===== src/rtl/spi_sram_pkg.sv =====
// Shared types for the SPI SRAM arbiter and its two-way picker.
package spi_sram_pkg;

    localparam int SRAM_AW = 24;

    typedef enum logic [1:0] {
        ARB_IDLE,
        ARB_BUSY,
        ARB_LOCKED
    } arb_state_t;

    typedef logic port_idx_t;

endpackage


===== src/rtl/arb_rr2.sv =====
// Two-way request picker: round-robin against the last grant, or fixed priority to port 0.
module arb_rr2
    import spi_sram_pkg::*;
(
    input  logic [1:0] valid,
    input  port_idx_t  last_gnt,
    input  logic       fixed,
    output port_idx_t  gnt
);

    // With nothing valid the pick is irrelevant: mem_en follows the chosen port's valid.
    always_comb begin
        gnt = 1'b0;
        if (fixed) begin
            gnt = !valid[0];
        end else if (valid == 2'b11) begin
            gnt = !last_gnt;
        end else begin
            gnt = valid[1];
        end
    end

endmodule


===== src/rtl/spi_sram_arbiter.sv =====
// Shares one spi_sram_master between two byte requesters, merging sequential
// requests from the current owner into bursts and routing read data back.
module spi_sram_arbiter
    import spi_sram_pkg::*;
#(
    parameter int MAX_BURST  = 16,
    parameter bit FIXED_PRIO = 1'b0
) (
    input  logic               clk,
    input  logic               rst_n,
    input  logic               en,
    input  logic               p0_valid,
    input  logic [SRAM_AW-1:0] p0_addr,
    input  logic               p0_wr,
    input  logic [7:0]         p0_wdata,
    input  logic               p0_seq,
    output logic               p0_ready,
    output logic               p0_rvalid,
    output logic [7:0]         p0_rdata,
    input  logic               p1_valid,
    input  logic [SRAM_AW-1:0] p1_addr,
    input  logic               p1_wr,
    input  logic [7:0]         p1_wdata,
    input  logic               p1_seq,
    output logic               p1_ready,
    output logic               p1_rvalid,
    output logic [7:0]         p1_rdata,
    output logic [SRAM_AW-1:0] mem_addr,
    output logic [7:0]         mem_wdata,
    output logic               mem_en,
    output logic               mem_wr,
    output logic               mem_rburst,
    output logic               mem_wburst,
    input  logic               mem_rdy,
    input  logic [7:0]         mem_rdata
);

    localparam int CW = $clog2(MAX_BURST + 1);

    arb_state_t         state, state_nxt;
    logic               lock, pend, pend_nxt, last_wr;
    port_idx_t          last_gnt, pend_port, pick, gnt;
    logic [SRAM_AW-1:0] last_addr, last_addr_inc;
    logic [CW-1:0]      cnt;
    logic               acc, cont, capture;
    logic               own_valid, own_seq, own_wr;
    logic [SRAM_AW-1:0] own_addr;
    logic               g_valid, g_seq, g_wr;
    logic [SRAM_AW-1:0] g_addr;
    logic [7:0]         g_wdata;

    assign lock          = (state == ARB_LOCKED);
    assign last_addr_inc = last_addr + SRAM_AW'(1);

    always_comb begin
        own_valid = p0_valid;
        own_seq   = p0_seq;
        own_wr    = p0_wr;
        own_addr  = p0_addr;
        if (last_gnt) begin
            own_valid = p1_valid;
            own_seq   = p1_seq;
            own_wr    = p1_wr;
            own_addr  = p1_addr;
        end
    end

    // The owner keeps the master only while its stream stays contiguous and under the cap.
    assign cont = lock && own_valid && own_seq && (own_wr == last_wr) &&
                  (own_addr == last_addr_inc) && (cnt < CW'(MAX_BURST));

    arb_rr2 u_pick (
        .valid    ({p1_valid, p0_valid}),
        .last_gnt (last_gnt),
        .fixed    (FIXED_PRIO),
        .gnt      (pick)
    );

    assign gnt = cont ? last_gnt : pick;

    always_comb begin
        g_valid = p0_valid;
        g_seq   = p0_seq;
        g_wr    = p0_wr;
        g_addr  = p0_addr;
        g_wdata = p0_wdata;
        if (gnt) begin
            g_valid = p1_valid;
            g_seq   = p1_seq;
            g_wr    = p1_wr;
            g_addr  = p1_addr;
            g_wdata = p1_wdata;
        end
    end

    assign mem_en     = g_valid;
    assign mem_addr   = g_addr;
    assign mem_wr     = g_wr;
    assign mem_wdata  = g_wdata;
    assign mem_wburst = cont && last_wr;
    assign mem_rburst = cont && !last_wr;
    assign acc        = en && mem_rdy && mem_en;
    assign p0_ready   = acc && (gnt == 1'b0);
    assign p1_ready   = acc && (gnt == 1'b1);
    assign capture    = en && mem_rdy && pend;

    // A master-ready cycle without a new acceptance means the burst has ended.
    always_comb begin
        state_nxt = state;
        pend_nxt  = pend;
        if (acc) begin
            state_nxt = g_seq ? ARB_LOCKED : ARB_BUSY;
            pend_nxt  = !g_wr;
        end else if (en && mem_rdy) begin
            state_nxt = ARB_IDLE;
            pend_nxt  = 1'b0;
        end
    end

    always_ff @(posedge clk or negedge rst_n) begin
        if (!rst_n) begin
            state     <= ARB_IDLE;
            pend      <= 1'b0;
            cnt       <= '0;
            last_gnt  <= 1'b1;
            last_addr <= '0;
            last_wr   <= 1'b0;
            pend_port <= 1'b0;
            p0_rvalid <= 1'b0;
            p1_rvalid <= 1'b0;
            p0_rdata  <= 8'h00;
            p1_rdata  <= 8'h00;
        end else if (en) begin
            state     <= state_nxt;
            pend      <= pend_nxt;
            p0_rvalid <= capture && (pend_port == 1'b0);
            p1_rvalid <= capture && (pend_port == 1'b1);
            if (capture && !pend_port) p0_rdata <= mem_rdata;
            if (capture && pend_port)  p1_rdata <= mem_rdata;
            if (acc) begin
                last_addr <= g_addr;
                last_wr   <= g_wr;
                last_gnt  <= gnt;
                cnt       <= cont ? cnt + CW'(1) : CW'(1);
                pend_port <= gnt;
            end
        end
    end

endmodule


===== config.mk =====
export PLATFORM = sky130hd
export DESIGN_NAME = spi_sram_arbiter
export DESIGN_NICKNAME = d
export VERILOG_FILES = /design/src/rtl/spi_sram_pkg.sv /design/src/rtl/arb_rr2.sv /design/src/rtl/spi_sram_arbiter.sv
export SDC_FILE = /design/constraint.sdc
export NUM_CORES = 1
export LEC_CHECK = 0
export CAP_MARGIN = 15
export CORE_MARGIN = 2
export CORE_UTILIZATION = 46
export DETAILED_ROUTE_END_ITERATION = 16
export PLACE_DENSITY_LB_ADDON = 0.08
export REMOVE_ABC_BUFFERS = 1
export SYNTH_ARGS = -nofsm -noshare
export SYNTH_HDL_FRONTEND = slang
export SYNTH_HIERARCHICAL = 1
export SYNTH_SLANG_ARGS = --single-unit

===== constraint.sdc =====
create_clock -name clk -period 8.2 [get_ports clk]
set_clock_uncertainty 0.1 [all_clocks]
set_input_delay 2.46 -clock clk [delete_from_list [all_inputs] [get_ports clk]]
set_output_delay 2.46 -clock clk [all_outputs]
set_load 0.1 [all_outputs]

# Yosys cells after proc, flatten, opt, wreduce, memory -nomap -nowiden
# Cells that the tools add are included.
[totals] inputBits=82 ff_bits=53 word_cells=61
[op_classes] n_eq_ne=4 muxes=17 n_bitwise=2 reduce_logical=24 add_sub_neg=2 order_cmp=1
[ops] cell="$mux W24" n=2
[ops] cell="$add A24 B1 Y24 const B" n=1
[ops] cell="$eq A24 B24 Y1" n=1
[ops] cell="$logic_and A1 B1 Y1" n=15
[ops] cell="$mux W1" n=10
[ops] cell="$mux W8" n=1
[ops] cell="$reduce_and A2 Y1" n=4
[ops] cell="$mux W2" n=3
[ops] cell="$add A5 B1 Y5 const B" n=1
[ops] cell="$lt A5 B5 Y1 const B" n=1
[ops] cell="$mux W5" n=1
[ops] cell="$eq A2 B2 Y1 const B" n=2
[ops] cell="$logic_not A1 Y1" n=4
[ops] cell="$not A1 Y1" n=2
[ops] cell="$reduce_bool A2 Y1" n=1
[ops] cell="$eq A1 B1 Y1" n=1

# Logic depth before layout (Yosys ltp)
# Gate-level depths: netlist of the first run.
[depth] word_depth=11 depth_mapped=15

# Hierarchy
# Netlist of the first run, hierarchy kept.
[by_module_without_submodules] module="spi_sram_arbiter" seq_area_each_um2=1327.5 n_inst=1 area_per_inst_um2=3819.9 cells_each=357
[by_module_without_submodules] module="arb_rr2" seq_area_each_um2=0.0 n_inst=1 area_per_inst_um2=12.5 cells_each=2

# Least setup slack after synthesis of the first run
# No wires, ideal clock.
[synth_timing] kind="input-to-output" startpoint="input p1_addr[7]" endpoint="output p1_ready" t_arrival_ps=6069 t_required_ps=5640 path_slack_ps=-429 n_path_buf=2 cell_stages=10 path_cell_list="mux2_2 or3_1 o211a_1 o31ai_1 o2111ai_1 nor4b_4 mux2i_1 buf_2 buf_6 nor2_1"
[synth_between] elab_chain_len=8
[synth_lines] element="start: declaration" line="spi_sram_arbiter.sv:21" source="input logic [SRAM_AW-1:0] p1_addr,"
[synth_lines] element="$mux W24 *" line="spi_sram_arbiter.sv:60" source="if (last_gnt) begin"
[synth_lines] element="$eq A24 B24 Y1 *" line="spi_sram_arbiter.sv:70" source="(own_addr == last_addr_inc) && (cnt < CW'(MAX_BURST));"
[synth_lines] element="$logic_and A1 B1 Y1 *" line="spi_sram_arbiter.sv:69" source="assign cont = lock && own_valid && own_seq && (own_wr == last_wr) &&"
[synth_lines] element="$logic_and A1 B1 Y1 *" line="spi_sram_arbiter.sv:70"
[synth_lines] element="$mux W1 *" line="spi_sram_arbiter.sv:79" source="assign gnt = cont ? last_gnt : pick;"
[synth_lines] element="$mux W1" line="spi_sram_arbiter.sv:87" source="if (gnt) begin"
[synth_lines] element="$logic_and A1 B1 Y1" line="spi_sram_arbiter.sv:102" source="assign acc = en && mem_rdy && mem_en;"
[synth_lines] element="$logic_and A1 B1 Y1 *" line="spi_sram_arbiter.sv:104" source="assign p1_ready = acc && (gnt == 1'b1);"
[synth_lines] element="end: declaration" line="spi_sram_arbiter.sv:25" source="output logic p1_ready,"
# Mark *: on every way between the ends. The rest lies on a longest branch, timed or not.

# Worst setup path after layout of the first run
[layout_timing] startpoint="input p1_addr[10]" endpoint="output mem_addr[20]"
[layout_between] elab_chain_len=6
[layout_lines] element="$mux W24" line="spi_sram_arbiter.sv:60"
[layout_lines] element="$eq A24 B24 Y1" line="spi_sram_arbiter.sv:70"
[layout_lines] element="$logic_and A1 B1 Y1" line="spi_sram_arbiter.sv:69"
[layout_lines] element="$logic_and A1 B1 Y1" line="spi_sram_arbiter.sv:70"
[layout_lines] element="$mux W1" line="spi_sram_arbiter.sv:79"
[layout_lines] element="$mux W24" line="spi_sram_arbiter.sv:87"
[layout_lines] element="end: declaration" line="spi_sram_arbiter.sv:28" source="output logic [SRAM_AW-1:0] mem_addr,"
# No other way between the ends.

==> impl_metrics.toml, run 1 <==
[cells_and_area]
finalNetCount = 596
drive_above_1_share_pct = 32.75
n_antenna_cell = 0
synthToLayoutAreaGrowth_pct = 61.83

[grt]
grt_use_total_pct = 23.96
first_pass_grt_wire_length_um = 17150
grt_pass1_vias = 3504
antenna_violations_before_repair = 0
overflow = 0
grt_start_max_net_pins = 54

[synthesis]
synth_flop_cell = "dfrtp_1"
synthesis.yosys.warnings = 6
synth-seq-cells = 53
synth_edf_count = 0
post_synth.cell_area_avg_sq_um = 10.68
synthArstFlopShare_pct = 100.0
synthCells = 359
synth_sequential_area_ratio_pct = 34.64
syn_area_sq_um = 3832
synth_cell_type_count = 64

[cts]
clk_root_buffer_cell = "clkbuf_8"
cts_made_buffers = 5
tritoncts = "yes"
ctsHoldBuffers = 0
cts-htree-levels = 2
worstSkewPairLatency_ns = 0.31
cts.clk_slew.worst_paths_ns = 0.10
clock_tree.buffer_depth = 2
tritoncts_num_sinks = 53

[drt]
drt-vias-per-instance = 5.684
via_count = 3513
total_wirelength_um = 10710
drt-pass1-iter-count = 4
route.detailed.wl_per_inst_um = 17.32
drtIter0Drc = 157
drc = 0
drtAntennaViolNets = 0

[place]
hpwl_um = 7565
gpl.final_weighted_congestion = 0.8871
portBuffers = 137

[timing]
timing.final.setup_violations = 0
finalHoldViolations = 0
worst-slew-pin-transition_ns = 0.9826
fmax_mhz = 123.0
grt_setup_unrepaired = "yes"
fin_crit_sh_pct = 99.18
timing.setup.tns_ns = 0
report.final.slew_viol_count = 0
post-route-min-period_ns = 8.132
relSlewSlack_pct = 34.28

[critical_path]
worst_r2r_path_depth = 14
reg2reg_slack_ns = 3.62
crit_arrival_ns = 5.57
timing.critical_path.fanout_max = 5
cp-start-kind = "primary input"
timing_worst_setup_path_type = "primary input to primary output"
worst_r2r_endpoint = "last_addr[14]$_DFFE_PN0P_"
worstPathRequired_ns = 5.64
r2r-start = "last_gnt$_DFFE_PN1P_"
critical_path.endpoint_type = "primary output"

[hold_path]
hp-start = "pend_port$_DFFE_PN0P_"
holdPathEnd = "pend_port$_DFFE_PN0P_"
hold-path-cell-count = 1
hold_class = "flop to flop"

[power_and_ir_drop]
power_density_nw_per_um2 = 270.6
design_power_total_mw = 1.678
peakVddDrop_v = 0.0002714
power_leakage_nw = 2.647

[floorplanning]
core_sq_um = 8134
initial_core_util_pct = 47.12
die_height_um = 95.28
ioPinCount = 138
placementRows = 33
die_area_sq_um = 9077
die_x_um = 95.28

[job]
maxCapViolations = 0

[run_status]
outcome = "complete, no violations"
flip-flops by register name, indices dropped and copies added, names as in the netlist:
signal     flops
cnt            5
last_addr     24
last_gnt       1
last_wr        1
p0_rdata       8
p0_rvalid      1
p1_rdata       8
p1_rvalid      1
pend           1
pend_port      1
state          2
cell usage after synthesis, types with 5 or more instances:
| library cell | count | area [sq um] |
|---|---|---|
| a21oi_1 | 6 | 30.03 |
| and3_1 | 9 | 56.30 |
| buf_2 | 9 | 45.04 |
| dfrtp_1 | 52 | 1301 |
| inv_1 | 8 | 30.03 |
| mux2_2 | 74 | 833.3 |
| mux2_4 | 5 | 75.07 |
| mux2i_1 | 28 | 280.3 |
| nand2_1 | 13 | 48.80 |
| nand3_1 | 16 | 80.08 |
| nand4_1 | 12 | 75.07 |
| nor2_1 | 16 | 60.06 |
| nor3_1 | 10 | 50.05 |
| o21ai_0 | 6 | 30.03 |
| xnor2_1 | 20 | 175.2 |
| xor2_1 | 10 | 87.58 |
cell families (layout without fill, tap and decap cells):
kind of cell | count (synthesis) | in the layout | share of synthesized area (%)
AND/OR/NAND/NOR | 97 | 97 | 14.82
flip-flops | 53 | 53 | 34.64
other | 1 | 2 | 0.09785
multiplexers | 108 | 108 | 31.31
buffers and inverters | 23 | 176 | 2.938
XOR/XNOR | 30 | 30 | 6.856
adder cells (fa/ha/maj) | 2 | 2 | 0.6529
AO/OA/AOI/OAI | 45 | 45 | 8.685
power by group:
part / switching (mW) / leakage, nW / internal, mW
logic: 0.653 / 1.94 / 0.401
registers: 0.101 / 0.647 / 0.344
clock network: 0.0876 / 0.0554 / 0.0918
total: 0.841 / 2.65 / 0.837
cells in the final DEF, fill, tap and decap left out, types with 3 or more instances in the layout:
cell | netlist | routed
nand2_1 | 13 | 13
and3_1 | 9 | 9
nor3_1 | 10 | 10
xor2_1 | 10 | 10
a21o_1 | 4 | 4
mux2_2 | 74 | 43
a21oi_1 | 6 | 6
nand3_1 | 16 | 16
clkdlybuf4s50_1 | 0 | 92
buf_4 | 2 | 15
nor3b_1 | 3 | 3
o21ai_0 | 6 | 6
clkbuf_8 | 0 | 5
dfrtp_1 | 52 | 52
nand4_1 | 12 | 12
inv_1 | 8 | 8
xnor2_1 | 20 | 20
mux2i_1 | 28 | 25
mux2_4 | 5 | 36
o32ai_1 | 3 | 3
buf_12 | 0 | 42
dlygate4sd2_1 | 0 | 5
nor2_1 | 16 | 16
cell type report:
| type | instances | area [sq um] |
|---|---|---|
| multi-input combinational | 284 | 2591 |
| timing repair buffer | 160 | 2011 |
| fill | 572 | 1932 |
| sequential | 53 | 1328 |
| tap | 105 | 131.4 |
| clock buffer | 6 | 72.57 |
| clock inverter | 2 | 38.79 |
| inverter | 8 | 30.03 |
metal layers:
metal / share of wire [%] / GRT usage (%) / wire length, um
met1: 43 / 31.81 / 4573
met2: 50 / 41.26 / 5314
met3: 6.0 / 2.925 / 646
met4: 1.6 / 6.401 / 171
met5: 0 / 0 / 0
critical path, stage by stage:
cell	delay [ns]
clkdlybuf4s50_1	0.42
mux2_2	0.32
or4b_1	0.49
a41oi_2	0.20
o22ai_2	0.14
nor4b_4	0.34
mux2i_4	0.34
buf_6	0.16
buf_12	0.10
buf_16	0.11
mux2_4	0.32
buf_12	0.17
metrics by stage:
step                      hold slack [ns]  util, %  setup slack [ns]  instances  instance area, sq um
final                              0.4064    76.25           0.06758        618                  6202
after global routing               0.4267    76.25          -0.03277        618                  6202
after CTS                          0.4064    76.07          0.005078        618                  6187
after detailed placement           0.3851    70.71           -0.2557        598                  5752
after global placement             0.3718    70.71           -0.1811        598                  5752
after floorplan                    0.3450        -            -2.134        345                  3754
worst max path at each step:
stage	start	end	slack, ns	cells past startpoint
floorplan	p1_addr[7]	p1_ready	-2.13	8
global placement	p1_addr[7]	mem_addr[1]	-0.18	11
detailed placement	p1_addr[7]	mem_addr[17]	-0.26	11
CTS	p1_seq	mem_addr[20]	0.005	12
global route	p1_addr[23]	mem_addr[19]	-0.03	13
finish	p1_addr[10]	mem_addr[20]	0.07	12
repair_timing:
item	CTS	global route
pin swaps	7	4
cloned	3	0
endpoints found under the setup margin	34	35
setup buffers	9	1
resized for setup	48	7
Note: power is estimated with default switching activity, not from simulation.
==> inputs of run 2 (changes only) <==
--- a/config.mk
+++ b/config.mk
@@ -9,8 +9,11 @@
 export CORE_MARGIN = 2
 export CORE_UTILIZATION = 46
 export DETAILED_ROUTE_END_ITERATION = 16
+export GPL_ROUTABILITY_DRIVEN = 0
+export HOLD_SLACK_MARGIN = 0.08
 export PLACE_DENSITY_LB_ADDON = 0.08
 export REMOVE_ABC_BUFFERS = 1
+export SKIP_LAST_GASP = 1
 export SYNTH_ARGS = -nofsm -noshare
 export SYNTH_HDL_FRONTEND = slang
 export SYNTH_HIERARCHICAL = 1
==> run 2 against run 1 <==
Net effect: critical path type unchanged; largest power group unchanged; largest cell class unchanged; worst setup slack better by 0.00081 ns; worst hold slack about the same; critical path depth unchanged; non-clock buffer count unchanged; design area about the same; fmax about the same; clock power about the same; register-to-register slack about the same.
==> impl_metrics.toml, run 2 (synthesized netlist as in run 1, its figures left out) <==
[grt]
antenna_violations_before_repair = 0
overflow = 0
first_pass_grt_wire_length_um = 17150
grt_use_total_pct = 23.96
grt_pass1_vias = 3504
grt_start_max_net_pins = 54

[timing]
post-route-min-period_ns = 8.132
timing.final.setup_violations = 0
finalHoldViolations = 0
report.final.slew_viol_count = 0
timing.setup.tns_ns = 0
worst-slew-pin-transition_ns = 0.9828
fin_crit_sh_pct = 99.17
relSlewSlack_pct = 34.28
fmax_mhz = 123.0
final.setup.worst_slack_ns = 0.06838
grt_setup_unrepaired = "yes"

[cts]
worstSkewPairLatency_ns = 0.31
clk_root_buffer_cell = "clkbuf_8"
cts.clk_slew.worst_paths_ns = 0.09
cts-htree-levels = 2
cts_made_buffers = 5
tritoncts_num_sinks = 53
tritoncts = "yes"
clock_tree.buffer_depth = 2

[place]
hpwl_um = 7565
pre_cts_slack_ns = -0.2557
portBuffers = 137

[floorplanning]
die_area_sq_um = 9077
placementRows = 33
initial_core_util_pct = 47.12
core_sq_um = 8134
ioPinCount = 138
die_height_um = 95.28
die_x_um = 95.28

[cells_and_area]
multiInputGateArea_sq_um = 2591
area.sequential_sq_um = 1328
drive_above_1_share_pct = 32.75
layout_commonest_cell = "clkdlybuf4s50_1"
largest_register_by_flop_count = "last_addr"
largest_register_ff_count = 24
final_cell_mix = "92 x clkdlybuf4s50_1, 52 x dfrtp_1, 43 x mux2_2"
largest_registers = "last_addr: 24 flops, p0_rdata: 8 flops, p1_rdata: 8 flops"
n_antenna_cell = 0
finalNetCount = 596
fill_cells = 573
synthToLayoutAreaGrowth_pct = 61.80

[drt]
drc = 0
drtAntennaViolNets = 0
wl_met3_um = 737
drtIter0Drc = 165
drt-vias-per-instance = 5.694
wl_met2_um = 5327
via_count = 3519
route.detailed.wl_per_inst_um = 17.36
dr.max_layer_used = "met4"
wirelength_met1_um = 4500
total_wirelength_um = 10730
drt-pass1-iter-count = 4

[critical_path]
timing_worst_setup_path_type = "primary input to primary output"
cp-start-kind = "primary input"
crit_arrival_ns = 5.57
worstPathRequired_ns = 5.64
critical_path.endpoint_type = "primary output"
timing.critical_path.fanout_max = 5

[power_and_ir_drop]
pwr-share-clk_pct = 10.7
power_density_nw_per_um2 = 270.8
power_leakage_nw = 2.647
share_seq_of_total_power_pct = 26.5
combPwrFrac_pct = 62.9
power.net_switching_mw = 0.8421
peakVddDrop_v = 0.0002715
intPower_mw = 0.8371
design_power_total_mw = 1.679
swShare_pct = 50.15

[hold_path]
hold_class = "flop to flop"

[job]
maxCapViolations = 0

[run_status]
outcome = "complete, no violations"
## run 2: layout make-up
type / instances / area share [%]
clock inverter: 2 / 0.6255
inverter: 8 / 0.4843
multi-input combinational: 284 / 41.79
sequential: 53 / 21.41
tap: 105 / 2.119
timing repair buffer: 160 / 32.41
clock buffer: 6 / 1.170
## run 2: worst max-delay path: stages
cell and delay (ns):
clkdlybuf4s50_1 0.42, mux2_2 0.32, or4b_1 0.49, a41oi_2 0.20, o22ai_2 0.14, nor4b_4 0.34, mux2i_4 0.34, buf_6 0.15
buf_12 0.10, buf_16 0.11, mux2_4 0.32, buf_12 0.17
## run 2: routing by layer
metal / vias up / GRT usage, %
li1: 1661 / -
met1: 1699 / 31.81
met2: 147 / 41.26
met3: 12 / 2.925
met4: 0 / 6.401
met5: - / 0
## run 2: metrics by stage
stage          hold WS (ns)  util [%]  area, sq um  instances
2_1_floorplan        0.3450         -         3754        345
3_5_place_dp         0.3851     70.71         5752        598
4_1_cts              0.4064     76.07         6187        618
3_3_place_gp         0.3718     70.71         5752        598
6_report             0.4061     76.23         6201        618
5_1_grt              0.4267     76.23         6201        618
## run 2: power by group through the flow
stage / Combinational [mW] / Clock [mW] / Sequential, mW
after floorplan: 0.438 / 0 / 0.709
after global placement: 0.987 / 0 / 0.442
after detailed placement: 0.997 / 0 / 0.447
after CTS: 1.05 / 0.181 / 0.442
after global routing: 1.10 / 0.193 / 0.462
final: 1.06 / 0.179 / 0.444
## run 2: final timing paths
| path | startpoint | endpoint | slack (ns) | cells after the start |
|---|---|---|---|---|
| worst max-delay path | p1_addr[10] | mem_addr[20] | 0.07 | 12 |
| worst min-delay path | pend_port$_DFFE_PN0P_ | pend_port$_DFFE_PN0P_ | 0.41 | 1 |
| worst max register to register | last_gnt$_DFFE_PN1P_ | last_addr[14]$_DFFE_PN0P_ | 3.62 | 14 |
| worst min register to register | pend_port$_DFFE_PN0P_ | pend_port$_DFFE_PN0P_ | 0.41 | 1 |
| max in group asynchronous | rst_n | last_addr[15]$_DFFE_PN0P_ | 5.38 | 2 |
| min in group asynchronous | rst_n | last_wr$_DFFE_PN0P_ | 2.17 | 2 |
## run 2: repair_timing
action / 4_1_cts / 5_1_grt
cloned: 3 / 0
hold buffers: 0 / 0
pin swaps: 7 / 4
hold endpoints to repair: 0 / 0
gates resized for setup: 48 / 6
setup buffers: 9 / 1
endpoints found under the setup margin: 34 / 35
==> inputs of run 3 (changes only) <==
--- a/config.mk
+++ b/config.mk
@@ -6,10 +6,12 @@
 export NUM_CORES = 1
 export LEC_CHECK = 0
 export CAP_MARGIN = 15
+export CORE_ASPECT_RATIO = 1.25
 export CORE_MARGIN = 2
 export CORE_UTILIZATION = 46
 export DETAILED_ROUTE_END_ITERATION = 16
 export GPL_ROUTABILITY_DRIVEN = 0
+export GPL_TIMING_DRIVEN = 0
 export HOLD_SLACK_MARGIN = 0.08
 export PLACE_DENSITY_LB_ADDON = 0.08
 export REMOVE_ABC_BUFFERS = 1
==> run 3 against run 2 <==
Net effect: register-to-register slack lost 0.41 ns; via count shrank 1.3%; critical path depth grew 1; non-clock buffer count is 6 lower; core utilization is 3.8 points lower; sequential power up 2%; routed wire length is 2.4% lower; worst setup slack lost 0.0093 ns; sequential share of layout area is 1.1 points higher; power fell by 2.0%; fmax fell by 0.11%; die area about the same; largest cell class unchanged; highest routed layer unchanged.
==> impl_metrics.toml, run 3 (synthesized netlist as in run 1, its figures left out) <==
[floorplanning]
die_height_um = 106.1
die_x_um = 85.64
die_area_sq_um = 9082
ioPinCount = 138
initial_core_util_pct = 47.04
core_sq_um = 8148
placementRows = 37

[cells_and_area]
largest_registers = "last_addr: 24 flops, p0_rdata: 8 flops, p1_rdata: 8 flops"
layout_commonest_cell = "clkdlybuf4s50_1"
synthToLayoutAreaGrowth_pct = 53.93
final_cell_mix = "92 x clkdlybuf4s50_1, 65 x mux2_2, 52 x dfrtp_1"
drive_above_1_share_pct = 33.60
largest_register_by_flop_count = "last_addr"
largest_register_ff_count = 24
n_antenna_cell = 0
finalNetCount = 592
finalNonFillerCells = 606

[power_and_ir_drop]
pwr-share-clk_pct = 11.5
peakVddDrop_v = 0.0003549
share_seq_of_total_power_pct = 27.4
combPwrFrac_pct = 61.1
power_density_nw_per_um2 = 279.0
power.net_switching_mw = 0.8379
intPower_mw = 0.8083
swShare_pct = 50.90
power_leakage_nw = 2.454

[job]
maxCapViolations = 0

[run_status]
outcome = "complete, no violations"

[drt]
drt-vias-per-instance = 5.733
via_count = 3474
drtIter0Drc = 102
drt-pass1-iter-count = 4
total_wirelength_um = 10470
drc = 0
route.detailed.wl_per_inst_um = 17.28
drtAntennaViolNets = 0

[cts]
cts-htree-levels = 2
worstSkewPairLatency_ns = 0.32
clock_tree.buffer_depth = 2
cts.clk_slew.worst_paths_ns = 0.09
cts_made_buffers = 5
clk_root_buffer_cell = "clkbuf_8"
tritoncts_num_sinks = 53
ctsHoldBuffers = 0
tritoncts = "yes"

[timing]
worst-slew-pin-transition_ns = 1.117
timing.setup.tns_ns = 0
timing.final.setup_violations = 0
grt_setup_unrepaired = "yes"
fin_crit_sh_pct = 99.28
relSlewSlack_pct = 25.53
post-route-min-period_ns = 8.141
fmax_mhz = 122.8
finalHoldViolations = 0
report.final.slew_viol_count = 0

[critical_path]
cp-start-kind = "primary input"
reg2reg_slack_ns = 3.21
timing_worst_setup_path_type = "primary input to primary output"
critical_path.endpoint_type = "primary output"
timing.critical_path.fanout_max = 10
worstPathRequired_ns = 5.64
worst_r2r_path_depth = 12
crit_arrival_ns = 5.58

[grt]
antenna_violations_before_repair = 0
grt_use_total_pct = 23.12
grt_start_max_net_pins = 38
overflow = 0
first_pass_grt_wire_length_um = 16820
grt_pass1_vias = 3510

[hold_path]
hold_class = "flop to flop"
hold-path-cell-count = 1

[place]
placedCellCount = 581
portBuffers = 137
hpwl_um = 7490
==> run 3: cell count changes in the layout (fill, tap and decap cells not counted), moves of 2 or more <==
cell | previous run | this run
buf_2 | 1 | 3
mux2_4 | 36 | 14
buf_12 | 42 | 14
mux2i_4 | 2 | 4
mux2_2 | 43 | 65
buf_4 | 15 | 20
buf_6 | 2 | 13
dlygate4sd2_1 | 6 | 4
clkdlybuf4s15_2 | 0 | 2
dlymetal6s2s_1 | 0 | 2
==> run 3: routing by layer <==
layer / routed length, um / share of wire (%) / track usage, % / vias up
met2: 5310 / 51 / 41.18 / 131
met3: 798 / 7.6 / 6.056 / 16
li1: - / - / - / 1652
met4: 229 / 2.2 / 7.710 / 0
met1: 4132 / 39 / 26.61 / 1675
met5: 0 / 0 / 0 / -
==> run 3: cell type report <==
| type | count | area [sq um] |
|---|---|---|
| Multi-Input combinational cell | 286 | 2615 |
| Fill cell | 625 | 2248 |
| Timing Repair Buffer | 154 | 1685 |
| Sequential cell | 53 | 1328 |
| Tap cell | 97 | 121.4 |
| Clock buffer | 6 | 82.58 |
| Clock inverter | 2 | 37.54 |
| Inverter | 8 | 30.03 |
==> run 3: repair_timing <==
item                                    in CTS  in global routing
pin swaps                                    8                  6
setup buffers                               13                  0
gates cloned                                 4                  0
resized for setup                          248                 50
endpoints found under the setup margin      38                 36
==> run 3: critical path, cell delays in order <==
cell	delay, ns
clkdlybuf4s50_1	0.42
mux2_4	0.30
a2111o_1	0.43
a311oi_2	0.21
nand4_1	0.17
nor4b_4	0.25
buf_6	0.16
mux2i_4	0.25
buf_12	0.16
buf_12	0.10
buf_16	0.13
mux2_2	0.35
buf_6	0.19
==> run 3: power groups by stage <==
stage | Sequential [mW] | Combinational (mW) | Clock (mW)
final | 0.451 | 1.01 | 0.190
after global placement | 0.446 | 0.921 | 0
after CTS | 0.449 | 0.973 | 0.197
after floorplan | 0.709 | 0.438 | 0
after detailed placement | 0.453 | 0.932 | 0
after global routing | 0.468 | 1.05 | 0.205
==> run 3: path summary, 6_finish.rpt <==
path / startpoint / endpoint
min in group asynchronous: rst_n / last_addr[14]$_DFFE_PN0P_
max in group asynchronous: rst_n / last_gnt$_DFFE_PN1P_
setup / recovery: p0_addr[6] / mem_wdata[0]
setup reg to reg: last_gnt$_DFFE_PN1P_ / last_addr[14]$_DFFE_PN0P_
hold reg to reg: state[0]$_DFFE_PN0P_ / state[0]$_DFFE_PN0P_
hold / removal: state[0]$_DFFE_PN0P_ / state[0]$_DFFE_PN0P_
==> run 3: through the flow <==
stage               hold WS [ns]  worst slack [ns]  area, sq um  utilization [%]  power, mW
finish                    0.4129           0.05912         5899            72.40      1.646
global placement          0.3616            -4.236         5246            64.39      1.367
floorplan                 0.3450            -2.134         3754                -      1.147
global route              0.4366          -0.03318         5899            72.40      1.724
CTS                       0.3961          -0.04577         5677            69.67      1.619
detailed placement        0.3655            -1.779         5309            65.16      1.385
